File: src/rtl/key_pkg.sv
// Shared definitions for the key debouncer: FSM state encoding and 50 MHz timing defaults.
package key_pkg;

    localparam logic [1:0] KS_IDLE         = 2'd0;
    localparam logic [1:0] KS_PRESS_WAIT   = 2'd1;
    localparam logic [1:0] KS_PRESSED      = 2'd2;
    localparam logic [1:0] KS_RELEASE_WAIT = 2'd3;

    // 20 ms debounce, 500 ms first repeat, 100 ms repeat period at 50 MHz
    localparam int DEF_DEBOUNCE_CYCLES = 1000000;
    localparam int DEF_REPEAT_DELAY    = 25000000;
    localparam int DEF_REPEAT_PERIOD   = 5000000;
    localparam int DEF_KEY_ACTIVE_LOW  = 1;

    function automatic int max3(input int a, input int b, input int c);
        int m;
        m = (a > b) ? a : b;
        return (m > c) ? m : c;
    endfunction

endpackage

File: src/rtl/sync_2ff.sv
// Two-flop synchroniser for asynchronous board inputs, with a selectable reset level.
module sync_2ff #(
    parameter logic RST_VAL = 1'b0
) (
    input  logic clk_i,
    input  logic rst_n_i,
    input  logic d_i,
    output logic q_o
);

    logic r_meta;
    logic r_sync;

    always_ff @(posedge clk_i or negedge rst_n_i) begin
        if (!rst_n_i) begin
            r_meta <= RST_VAL;
            r_sync <= RST_VAL;
        end else begin
            r_meta <= d_i;
            r_sync <= r_meta;
        end
    end

    assign q_o = r_sync;

endmodule

File: src/rtl/key_debounce.sv
// Push-button debouncer: synchroniser, stability-counter FSM, registered press/release pulses and level.
// Optional auto-repeat while held is enabled by defining KEY_REPEAT_EN.
module key_debounce
    import key_pkg::*;
#(
    parameter int DEBOUNCE_CYCLES = DEF_DEBOUNCE_CYCLES,
    parameter int KEY_ACTIVE_LOW  = DEF_KEY_ACTIVE_LOW,
    parameter int REPEAT_DELAY    = DEF_REPEAT_DELAY,
    parameter int REPEAT_PERIOD   = DEF_REPEAT_PERIOD
) (
    input  logic clk_i,
    input  logic rst_n_i,
    input  logic key_i,
    output logic key_press_o,
    output logic key_release_o,
    output logic key_level_o
);

    localparam int CW = $clog2(max3(DEBOUNCE_CYCLES, REPEAT_DELAY, REPEAT_PERIOD)) + 1;
    localparam logic [CW-1:0] DB_LAST  = CW'(DEBOUNCE_CYCLES - 1);
    localparam logic [CW-1:0] CNT_MAX  = {CW{1'b1}};
    localparam logic          INACTIVE = (KEY_ACTIVE_LOW != 0);

    logic          w_key_sync;
    logic          r_act;
    logic [1:0]    r_state;
    logic [1:0]    w_state_next;
    logic [CW-1:0] r_cnt;
    logic          w_repeat_fire;
    logic          w_press_next;
    logic          w_release_next;
    logic          w_level_next;
    logic          r_press;
    logic          r_release;
    logic          r_level;

    sync_2ff #(.RST_VAL(INACTIVE)) u_sync (
        .clk_i   (clk_i),
        .rst_n_i (rst_n_i),
        .d_i     (key_i),
        .q_o     (w_key_sync)
    );

    // Polarity-normalised level, retimed once so the FSM sees a clean registered input.
    always_ff @(posedge clk_i or negedge rst_n_i) begin
        if (!rst_n_i) r_act <= 1'b0;
        else          r_act <= w_key_sync ^ INACTIVE;
    end

    always_ff @(posedge clk_i or negedge rst_n_i) begin
        if (!rst_n_i) r_state <= KS_IDLE;
        else          r_state <= w_state_next;
    end

    always_comb begin
        w_state_next = r_state;
        case (r_state)
            KS_IDLE:         if (r_act) w_state_next = KS_PRESS_WAIT;
            KS_PRESS_WAIT:   if (!r_act) w_state_next = KS_IDLE;
                             else if (r_cnt == DB_LAST) w_state_next = KS_PRESSED;
            KS_PRESSED:      if (!r_act) w_state_next = KS_RELEASE_WAIT;
            KS_RELEASE_WAIT: if (r_act) w_state_next = KS_PRESSED;
                             else if (r_cnt == DB_LAST) w_state_next = KS_IDLE;
            default:         w_state_next = KS_IDLE;
        endcase
    end

    // Counter runs only while a wait state persists; any exit or entry restarts it at zero.
    always_ff @(posedge clk_i or negedge rst_n_i) begin
        if (!rst_n_i) begin
            r_cnt <= '0;
        end else if ((r_state == KS_PRESS_WAIT || r_state == KS_RELEASE_WAIT)
                     && w_state_next == r_state) begin
            r_cnt <= (r_cnt == CNT_MAX) ? r_cnt : r_cnt + 1'b1;
        end else begin
            r_cnt <= '0;
        end
    end

`ifdef KEY_REPEAT_EN
    localparam logic [CW-1:0] RD_LAST = CW'(REPEAT_DELAY - 1);
    localparam logic [CW-1:0] RP_LAST = CW'(REPEAT_DELAY + REPEAT_PERIOD - 1);

    logic [CW-1:0] r_hold;

    // Hold counter folds back to REPEAT_DELAY after each periodic repeat.
    always_ff @(posedge clk_i or negedge rst_n_i) begin
        if (!rst_n_i) begin
            r_hold <= '0;
        end else if (r_state == KS_PRESSED && w_state_next == KS_PRESSED) begin
            r_hold <= (r_hold == RP_LAST) ? RD_LAST + 1'b1 : r_hold + 1'b1;
        end else begin
            r_hold <= '0;
        end
    end

    assign w_repeat_fire = (r_state == KS_PRESSED) && r_act
                           && (r_hold == RD_LAST || r_hold == RP_LAST);
`else
    assign w_repeat_fire = 1'b0;
`endif

    always_comb begin
        w_press_next   = ((r_state == KS_PRESS_WAIT) && r_act && (r_cnt == DB_LAST))
                         || w_repeat_fire;
        w_release_next = (r_state == KS_RELEASE_WAIT) && !r_act && (r_cnt == DB_LAST);
        w_level_next   = (w_state_next == KS_PRESSED) || (w_state_next == KS_RELEASE_WAIT);
    end

    always_ff @(posedge clk_i or negedge rst_n_i) begin
        if (!rst_n_i) begin
            r_press   <= 1'b0;
            r_release <= 1'b0;
            r_level   <= 1'b0;
        end else begin
            r_press   <= w_press_next;
            r_release <= w_release_next;
            r_level   <= w_level_next;
        end
    end

    assign key_press_o   = r_press;
    assign key_release_o = r_release;
    assign key_level_o   = r_level;

endmodule

File: config.mk
export PLATFORM = sky130hd
export DESIGN_NAME = key_debounce
export DESIGN_NICKNAME = d
export VERILOG_FILES = /design/src/rtl/key_pkg.sv /design/src/rtl/sync_2ff.sv /design/src/rtl/key_debounce.sv
export SDC_FILE = /design/constraint.sdc
export NUM_CORES = 1
export LEC_CHECK = 0
export ABC_AREA = 1
export BUFFER_PORTS_ARGS = -buffer_cell sky130_fd_sc_hd__buf_2
export CORE_ASPECT_RATIO = 0.5
export CORE_MARGIN = 3
export CORE_UTILIZATION = 52
export CTS_CLUSTER_DIAMETER = 50
export DETAILED_ROUTE_END_ITERATION = 16
export GPL_ROUTABILITY_DRIVEN = 0
export GPL_TIMING_DRIVEN = 0
export PLACE_DENSITY = 0.68
export SLEW_MARGIN = 20
export SYNTH_ARGS = -nofsm -noshare
export SYNTH_HDL_FRONTEND = slang
export SYNTH_SLANG_ARGS = --single-unit
File: constraint.sdc
create_clock -name clk_i -period 4.7 [get_ports clk_i]
set_input_delay 0.235 -clock clk_i [delete_from_list [all_inputs] [get_ports clk_i]]
set_output_delay 0.235 -clock clk_i [all_outputs]
set_load 0.02 [all_outputs]
==> results of run 1 <==
critical path: stages (launching register included):
cell	delay, ps
dfrtp_1	470
ha_1	340
inv_2	110
nor2_8	200
nand3_2	140
nor2_4	180
nor2_4	70
nand2_4	130
buf_8	170
a21oi_2	40
layout by cell type (no fill, tap or decap), drive strengths merged:
| cell | n |
|---|---|
| nand2 | 76 |
| xnor2 | 9 |
| nor2 | 54 |
| ha | 1 |
| clkbuf | 5 |
| a21oi | 24 |
| o21ai | 1 |
| nor3 | 2 |
| nand3 | 14 |
| nor4 | 1 |
| inv | 27 |
| xor2 | 7 |
| buf | 9 |
| nand4 | 4 |
| dfrtp | 32 |
| dfstp | 2 |
| clkinv | 2 |
registers in the layout (all words and copies together), names as in the netlist:
register,flops
r_act,1
r_state,2
u_sync.r_meta,1
r_cnt,26
u_sync.q_o,1
key_level_o,1
key_release_o,1
key_press_o,1
power by group through the flow:
| stage | clock network, W | logic [W] | registers [W] |
|---|---|---|---|
| 4_1_cts | 0.000210 | 0.0000198 | 0.000299 |
| 5_1_grt | 0.000224 | 0.0000215 | 0.000299 |
| 2_1_floorplan | 0 | 0.0000106 | 0.000303 |
| 3_5_place_dp | 0 | 0.0000197 | 0.000304 |
| 6_report | 0.000205 | 0.0000193 | 0.000299 |
| 3_3_place_gp | 0 | 0.0000192 | 0.000304 |
cell type report:
type                    instances  area [um^2]  share of cell area [%]
plain buffers                   4         52.6                    2.40
clock buffers                   5         68.8                    3.15
clock inverters                 2         10.0                   0.458
inverters                      27          101                    4.64
multi-input cells             193         1010                    46.3
flip-flops and latches         34          853                    39.0
well taps                      51         63.8                    2.92
repair buffers                  5         25.0                    1.14
through the flow:
stage,area (um^2),std cells
2_1_floorplan,2020,258
3_3_place_gp,2110,314
3_5_place_dp,2110,314
4_1_cts,2190,321
5_1_grt,2190,321
6_report,2190,321
cells in the mapped netlist, drive strengths merged:
cell type	instances
nand2	76
nor2	54
dfrtp	32
inv	27
a21oi	24
nand3	14
xnor2	9
xor2	7
buf	4
nand4	4
dfstp	2
nor3	2
ha	1
nor4	1
o21ai	1
cell families after synthesis:
family                     after synthesis  synth area share (%)
AOI/OAI and AO/OA                       25                  8.80
xor gates and xnor gates                16                  6.94
adders and majority gates                1                 0.620
buffers and inverters                   31                  7.63
DFF                                     34                  42.3
and+or+nand+nor                        151                  33.7
final timing paths:
check | startpoint | to | depth (start not counted)
max | r_cnt[0] | r_cnt[7] | 9
min | rst_n_i | key_level_o | 1
max reg2reg | r_cnt[0] | r_cnt[7] | 9
min reg2reg | u_sync.r_meta | u_sync.q_o | 0
max in group asynchronous | rst_n_i | r_cnt[20] | 1
min in group clk_i | key_i | u_sync.r_meta | 1
routing by layer:
metal  wire [um]  vias up  part of all wire (%)
li1            -      831                     -
met1        2290      794                    50
met2        1870       57                    41
met3         356        5                   7.8
met4          23        0                  0.51
met5           0        -                     0
==> results.py, run 1 <==
metrics = {
    "sta": {
        "final.setup.tns_ps": 0,
        "timing.final.hold_violations": 0,
        "timing.final.crit_share_pct": 42.3,
        "timing.fmax_mhz": 503,
        "setup_viol": 0,
        "timing.final.max_slew_violations": 0,
        "worst_slew_margin_rel_pct": 48.8,
        "setup_ws_ps": 2710,
        "hold-worst-slack_ps": 20.9,
        "skew_ps": 4.85,
        "grt_setup_unrepaired": "no",
        "finalWorstPathRequiredPeriod_ps": 1990,
        "tightest_slew_ps": 768,
    },
    "floorplanning": {
        "coreArea_um2": 3580,
        "die_footprint_um2": 4710,
        "die-width_um": 94.1,
        "die-height_um": 50.1,
        "top_ports": 6,
        "floorplan.initialDensity_pct": 56.3,
        "fp-row-count": 15,
    },
    "final_layout": {
        "drive_above_1_share_pct": 16.7,
        "final_util_pct": 61.0,
        "area_growth_syn_to_layout_pct": 8.31,
        "n_fill_cell": 319,
        "num_antenna_cells": 0,
        "fin_nets": 274,
    },
    "run": {
        "max-cap-violations": 0,
    },
    "synthesis": {
        "synth_area_leaders": "dfrtp_1 (40%), nand2_1 (13%), nor2_1 (8.9%), a21oi_2 (6.1%), inv_1 (4.8%)",
        "yosysUniqueCellTypes": 25,
        "synth_cells": 258,
        "ys_warn_count": 0,
        "area_share_of_the_largest_cell_type_after_synthesis_pct": 39.7,
        "synth.ff_latch_count": 34,
        "syn_area_um2": 2020,
        "yosys.area.top_type": "dfrtp_1",
        "syn-num-nets": 262,
        "synth_sequential_area_ratio_pct": 42.3,
        "syn_area_per_cell_um2": 7.82,
    },
    "min_path": {
        "hold_path.class": "in -> async",
    },
    "clock_tree": {
        "cts_max_path_buffers": 2,
        "worst_skew_pair.late_latency_ps": 280,
        "post_cts_buffers": 0,
        "cts.sinks": 34,
        "postCtsResizedCells": 0,
        "hold_buffers_post_cts": 0,
        "cts_made_buffers": 5,
        "tritoncts_clock_tree": "yes",
        "root_buffer": "clkbuf_8",
        "clk_pin_slew_worst_paths_ps": 70,
        "htree_levels": 2,
    },
    "setup_path": {
        "end_kind": "flop",
        "path_max_fanout": 10,
        "worst-endpoint-arrival_ps": 2150,
        "critical_path_class": "reg -> reg",
        "rrSetupSlack_ps": 2710,
        "start_kind": "flop",
        "cp.required_ps": 4870,
    },
    "grt": {
        "number_of_antenna_violations_at_the_first_check_in_global_routing": 0,
        "wire_length_of_the_first_global_routing_pass_mm": 7.65,
        "global_route.peak_usage_layer": "met1",
        "first_global_vias": 1581,
        "grt_use_met2_pct": 30.1,
        "grt_max_degree": 35,
        "global_route.usage.met1_pct": 33.8,
        "grtUsageMet3_pct": 5.49,
        "grt-ovfl-total": 0,
        "track_usage_pct": 21.6,
    },
    "detailed_routing": {
        "drt-vias-per-instance": 5.26,
        "num_vias": 1687,
        "drt-initial-drc-count": 118,
        "drt_drc_violations_left": 0,
        "detail_route.wl_per_cell_um": 14.1,
        "final_antenna_net_count": 0,
        "drt-total-wl_mm": 4.54,
        "detail_route.first_pass.iterations": 5,
    },
    "power": {
        "vdd_drop_max_v": 0.000142,
        "clockPowerShare_pct": 39.2,
        "p_seq_share_pct": 57.1,
        "combinationalPowerShare_pct": 3.7,
        "internal_power_contribution_w": 0.000400,
        "p_leak_nw": 0.931,
        "power-per-cell-area_nw_per_um2": 239,
        "sw_frac_of_total_pct": 23.5,
        "power_switching_w": 0.000123,
        "report.power.total_w": 0.000523,
    },
    "place": {
        "dp_hpwl_mm": 3.44,
        "numPortBuffers": 5,
        "detailedPlace.worstSlack_ps": 2780,
    },
    "status": {
        "status": "finished clean",
    },
}
Note: power is estimated with default switching activity, not from simulation.
==> run 2, diff against run 1 <==
==> constraint.sdc (replaced) <==
create_clock -name clk_i -period 2.1 [get_ports clk_i]
set_input_delay 0.105 -clock clk_i [delete_from_list [all_inputs] [get_ports clk_i]]
set_output_delay 0.105 -clock clk_i [all_outputs]
set_load 0.02 [all_outputs]
==> run 2 against run 1 <==
  * Fmax down 0.39%
  * Utilization grew 0.56 points
  * Global-route usage increased by 0.13 points
  * Critical path depth unchanged
  * Sequential power is 120% higher
  * Worst setup slack got worse by 2600 ps
  * Routed wire length increased by 0.15%
  * Via count up 0.47%
  * Count of clock-buffer cells in the layout unchanged
  * Critical path type unchanged
==> results.py, run 2 (same netlist as run 1, synthesis figures left out) <==
metrics = {
    "grt": {
        "first_global_vias": 1600,
        "global_route.peak_usage_layer": "met1",
        "grtUsageMet3_pct": 5.49,
        "track_usage_pct": 21.8,
        "grt_max_degree": 35,
        "grt-ovfl-total": 0,
        "grt_use_met2_pct": 30.6,
        "number_of_antenna_violations_at_the_first_check_in_global_routing": 0,
        "global_route.usage.met1_pct": 33.8,
        "wire_length_of_the_first_global_routing_pass_mm": 7.70,
    },
    "final_layout": {
        "sequential_cell_area_um2": 853,
        "mostFrequentLayoutCells": "nand2_1 (72), nor2_1 (48), dfrtp_1 (32)",
        "multi_input_comb_area_um2": 1010,
        "n_fill_cell": 317,
        "fin_area_um2": 2210,
        "reg_top3": "r_cnt: 26 flops, r_state: 2 flops",
        "layout_commonest_cell": "nand2_1",
        "max_ffs_per_register": 26,
        "num_antenna_cells": 0,
        "fin_nets": 276,
        "area_growth_syn_to_layout_pct": 9.30,
        "drive_above_1_share_pct": 16.5,
        "top_register_by_number_of_flip_flops": "r_cnt",
    },
    "power": {
        "combinationalPowerShare_pct": 3.9,
        "power-per-cell-area_nw_per_um2": 532,
        "p_seq_share_pct": 57.0,
        "clockPowerShare_pct": 39.1,
        "p_leak_nw": 0.940,
        "vdd_drop_max_v": 0.000318,
        "sw_frac_of_total_pct": 23.4,
        "power_switching_w": 0.000274,
        "internal_power_contribution_w": 0.000898,
    },
    "setup_path": {
        "critPathTopFamily": "simple AND/OR/NAND/NOR gates",
        "cp.required_ps": 2270,
        "end_kind": "flop",
        "path_max_fanout": 10,
        "crit_chain": "ha_1 > inv_2 > nor2_8 > nand3_2 > nor2_4 > nor2_4 > nand2_4 > buf_8 > a21oi_2",
        "worst-endpoint-arrival_ps": 2160,
        "max_stage_delay_ps": 480,
        "slowest_stage": "dfrtp_1",
        "rrSetupSlack_ps": 100,
        "crit_path_most_repeated_cell": "nor2_4",
        "start_kind": "flop",
        "critical_path_class": "reg -> reg",
        "worstPathBufferInverterCount": 2,
        "stages_on_the_worst_setup_path": 9,
        "r2r.worst_path.cells": 9,
    },
    "floorplanning": {
        "coreArea_um2": 3580,
        "top_ports": 6,
        "fp-row-count": 15,
        "die-width_um": 94.1,
        "floorplan.initialDensity_pct": 56.3,
        "die-height_um": 50.1,
        "die_footprint_um2": 4710,
    },
    "min_path": {
        "worst_hold_path.num_cells": 0,
        "hold_path.class": "reg -> reg",
    },
    "sta": {
        "grt_setup_unrepaired": "no",
        "skew_ps": 4.24,
        "worst_slew_margin_rel_pct": 48.1,
        "timing.final.hold_violations": 0,
        "setup_viol": 0,
        "final.setup.tns_ps": 0,
        "timing.fmax_mhz": 501,
        "setup_ws_ps": 104,
        "timing.final.crit_share_pct": 95.1,
        "hold-worst-slack_ps": 365,
        "finalWorstPathRequiredPeriod_ps": 2000,
        "tightest_slew_ps": 779,
        "timing.final.max_slew_violations": 0,
    },
    "detailed_routing": {
        "drt-initial-drc-count": 150,
        "drt-vias-per-instance": 5.25,
        "drt-total-wl_mm": 4.55,
        "drt_drc_violations_left": 0,
        "num_vias": 1695,
        "final_antenna_net_count": 0,
        "detail_route.wl_per_cell_um": 14.1,
        "detail_route.first_pass.iterations": 4,
    },
    "clock_tree": {
        "worst_skew_pair.late_latency_ps": 280,
        "root_buffer": "clkbuf_8",
        "cts.sinks": 34,
        "cts_made_buffers": 5,
        "post_cts_buffers": 0,
        "htree_levels": 2,
        "cts_max_path_buffers": 2,
        "tritoncts_clock_tree": "yes",
        "clk_pin_slew_worst_paths_ps": 70,
    },
    "place": {
        "dp_hpwl_mm": 3.44,
        "placed_area_um2": 2110,
        "detailedPlace.worstSlack_ps": 184,
        "numPortBuffers": 5,
    },
    "run": {
        "max-cap-violations": 0,
    },
    "status": {
        "status": "finished clean",
    },
}
run 2: path summary, 6_finish.rpt:
kind	startpoint	endpoint
min in group asynchronous	rst_n_i	key_level_o
max in group asynchronous	rst_n_i	r_cnt[20]
setup reg to reg	r_cnt[0]	r_cnt[7]
hold reg to reg	u_sync.r_meta	u_sync.q_o
setup / recovery	r_cnt[0]	r_cnt[7]
hold / removal	u_sync.r_meta	u_sync.q_o
run 2: through the flow:
step	util [%]	cells	total power, W
after CTS	61.5	323	0.00119
after global placement	58.8	314	0.000724
after floorplan	-	258	0.000703
after detailed placement	58.8	314	0.000725
final	61.5	323	0.00117
after global routing	61.5	323	0.00122
run 2: repair_timing:
| item | 4_1_cts | 5_1_grt |
|---|---|---|
| hold endpoints to repair | 33 | 0 |
| gates resized for setup | 0 | 0 |
| hold buffers | 2 | 0 |
run 2: power groups by stage:
stage / sequential (W) / clock, W / combinational (W)
after global routing: 0.000669 / 0.000501 / 0.0000513
after global placement: 0.000681 / 0 / 0.0000430
after CTS: 0.000669 / 0.000469 / 0.0000471
after floorplan: 0.000679 / 0 / 0.0000238
final: 0.000669 / 0.000458 / 0.0000457
after detailed placement: 0.000681 / 0 / 0.0000441
run 2: routing by layer:
layer  part of all wire [%]  vias to the layer above
met2                     42                       55
li1                       -                      833
met1                     50                      803
met3                    7.5                        4
met5                      0                        -
met4                   0.55                        0
run 2: final cells by class:
type                       instances  area share (%)
timing repair buffer               7            2.04
sequential                        34            38.7
buffer                             4            2.38
clock buffer                       5            3.12
clock inverter                     2           0.454
multi-input combinational        193            45.8
tap                               51            2.89
inverter                          27            4.59
==> run 3, diff against run 2 <==
--- a/config.mk
+++ b/config.mk
@@ -15,6 +15,7 @@
 export GPL_ROUTABILITY_DRIVEN = 0
 export GPL_TIMING_DRIVEN = 0
 export PLACE_DENSITY = 0.68
+export RECOVER_POWER = 100
 export SLEW_MARGIN = 20
 export SYNTH_ARGS = -nofsm -noshare
 export SYNTH_HDL_FRONTEND = slang
==> run 3 against run 2 <==
  * Die area unchanged
  * Fmax increased by 1.8%
  * Sequential share of layout area increased by 0.62 points
  * Via count decreased by 0.88%
  * Total power about the same
==> results.py, run 3 (same netlist as run 1, synthesis figures left out) <==
metrics = {
    "detailed_routing": {
        "detail_route.wl_per_cell_um": 14.0,
        "drt-vias-per-instance": 5.20,
        "detail_route.first_pass.iterations": 4,
        "drt_drc_violations_left": 0,
        "final_antenna_net_count": 0,
        "drt-total-wl_mm": 4.53,
        "drt-initial-drc-count": 140,
        "num_vias": 1680,
    },
    "clock_tree": {
        "htree_levels": 2,
        "root_buffer": "clkbuf_8",
        "clk_pin_slew_worst_paths_ps": 70,
        "tritoncts_clock_tree": "yes",
        "cts_max_path_buffers": 2,
        "worst_skew_pair.late_latency_ps": 280,
        "cts.sinks": 34,
        "cts_made_buffers": 5,
        "postCtsResizedCells": 0,
    },
    "grt": {
        "grt-ovfl-total": 0,
        "first_global_vias": 1600,
        "grt_max_degree": 35,
        "track_usage_pct": 21.8,
        "number_of_antenna_violations_at_the_first_check_in_global_routing": 0,
        "wire_length_of_the_first_global_routing_pass_mm": 7.70,
    },
    "min_path": {
        "hold_path.class": "reg -> reg",
    },
    "sta": {
        "timing.fmax_mhz": 510,
        "timing.final.max_slew_violations": 0,
        "timing.final.crit_share_pct": 93.4,
        "tightest_slew_ps": 869,
        "final.setup.tns_ps": 0,
        "hold-worst-slack_ps": 364,
        "finalWorstPathRequiredPeriod_ps": 1960,
        "worst_slew_margin_rel_pct": 42.0,
        "setup_ws_ps": 139,
        "grt_setup_unrepaired": "no",
        "setup_viol": 0,
        "timing.final.hold_violations": 0,
        "skew_ps": 4.31,
    },
    "setup_path": {
        "slowest_stage": "dfrtp_1",
        "worst-endpoint-arrival_ps": 2130,
        "max_stage_delay_ps": 470,
        "crit_chain": "ha_1 > inv_2 > nor2_8 > nand3_2 > nor2_4 > nor2_2 > nand2_4 > buf_6 > a21oi_1",
        "cp.required_ps": 2270,
        "path_max_fanout": 10,
        "rrSetupSlack_ps": 140,
        "start_kind": "flop",
        "end_kind": "flop",
        "critical_path_class": "reg -> reg",
    },
    "floorplanning": {
        "top_ports": 6,
        "floorplan.initialDensity_pct": 56.3,
        "coreArea_um2": 3580,
        "die-height_um": 50.1,
        "die_footprint_um2": 4710,
        "die-width_um": 94.1,
        "fp-row-count": 15,
    },
    "place": {
        "dp_hpwl_mm": 3.44,
        "numPortBuffers": 5,
        "detailedPlace.worstSlack_ps": 184,
    },
    "status": {
        "status": "finished clean",
    },
    "final_layout": {
        "layout_commonest_cell": "nand2_1",
        "reg_top3": "r_cnt: 26 flops, r_state: 2 flops",
        "mostFrequentLayoutCells": "nand2_1 (72), nor2_1 (48), dfrtp_1 (32)",
        "area_growth_syn_to_layout_pct": 7.56,
        "drive_above_1_share_pct": 13.6,
        "max_ffs_per_register": 26,
        "final_util_pct": 60.6,
        "num_antenna_cells": 0,
        "fin_nets": 276,
        "top_register_by_number_of_flip_flops": "r_cnt",
        "n_fill_cell": 325,
    },
    "run": {
        "max-cap-violations": 0,
    },
    "power": {
        "power-per-cell-area_nw_per_um2": 540,
        "vdd_drop_max_v": 0.000320,
        "p_leak_nw": 0.922,
    },
}
[run 3: cell count changes in the layout (fill, tap and decap cells not counted), sizes merged]
cell    change
buf         -5
clkbuf      +5
[run 3: power breakdown]
| group | total, W | switching (W) | internal (W) |
|---|---|---|---|
| Clock | 0.000460 | 0.000238 | 0.000223 |
| Sequential | 0.000669 | 0.00000691 | 0.000662 |
| Combinational | 0.0000432 | 0.0000305 | 0.0000128 |
[run 3: critical path, delay by kind of cell (launching register included)]
family / cells / cell delay [ps]
AND/OR/NAND/NOR: 5 / 700
AO/OA/AOI/OAI: 1 / 50
adder cells (fa/ha/maj): 1 / 330
flip-flops: 1 / 470
buffers and inverters: 2 / 280
[run 3: cell type report]
| class | count | area (um^2) | area share (%) |
|---|---|---|---|
| Buffer | 4 | 45.0 | 2.07 |
| Clock buffer | 5 | 68.8 | 3.17 |
| Clock inverter | 2 | 10.0 | 0.461 |
| Inverter | 27 | 101 | 4.67 |
| Multi-Input combinational cell | 193 | 987 | 45.5 |
| Sequential cell | 34 | 853 | 39.3 |
| Tap cell | 51 | 63.8 | 2.94 |
| Timing Repair Buffer | 7 | 41.3 | 1.90 |
[run 3: final timing paths]
| path | startpoint | to | cells after the start |
|---|---|---|---|
| setup / recovery | r_cnt[0] | r_cnt[12] | 9 |
| hold / removal | u_sync.r_meta | u_sync.q_o | 0 |
| setup reg to reg | r_cnt[0] | r_cnt[12] | 9 |
| hold reg to reg | u_sync.r_meta | u_sync.q_o | 0 |
| max in group asynchronous | rst_n_i | r_cnt[20] | 2 |
| min in group asynchronous | rst_n_i | key_level_o | 2 |
[run 3: what timing repair did]
item	4_1_cts	5_1_grt
setup buffers	0	0
setup endpoints to repair	0	0
endpoints found under the hold margin	33	0
hold buffers	2	0
[run 3: routing by layer]
layer	vias to the layer above	wire [um]	global-route usage [%]
met5	-	0	0
met1	789	2230	33.8
li1	836	-	-
met2	51	1880	30.6
met3	4	401	5.49
met4	0	25	3.60
[run 3: metrics by stage]
| stage | area, um^2 | std cells | power (W) |
|---|---|---|---|
| 4_1_cts | 2210 | 323 | 0.00119 |
| 3_3_place_gp | 2110 | 314 | 0.000724 |
| 3_5_place_dp | 2110 | 314 | 0.000725 |
| 2_1_floorplan | 2020 | 258 | 0.000703 |
| 6_report | 2170 | 323 | 0.00117 |
| 5_1_grt | 2170 | 323 | 0.00122 |
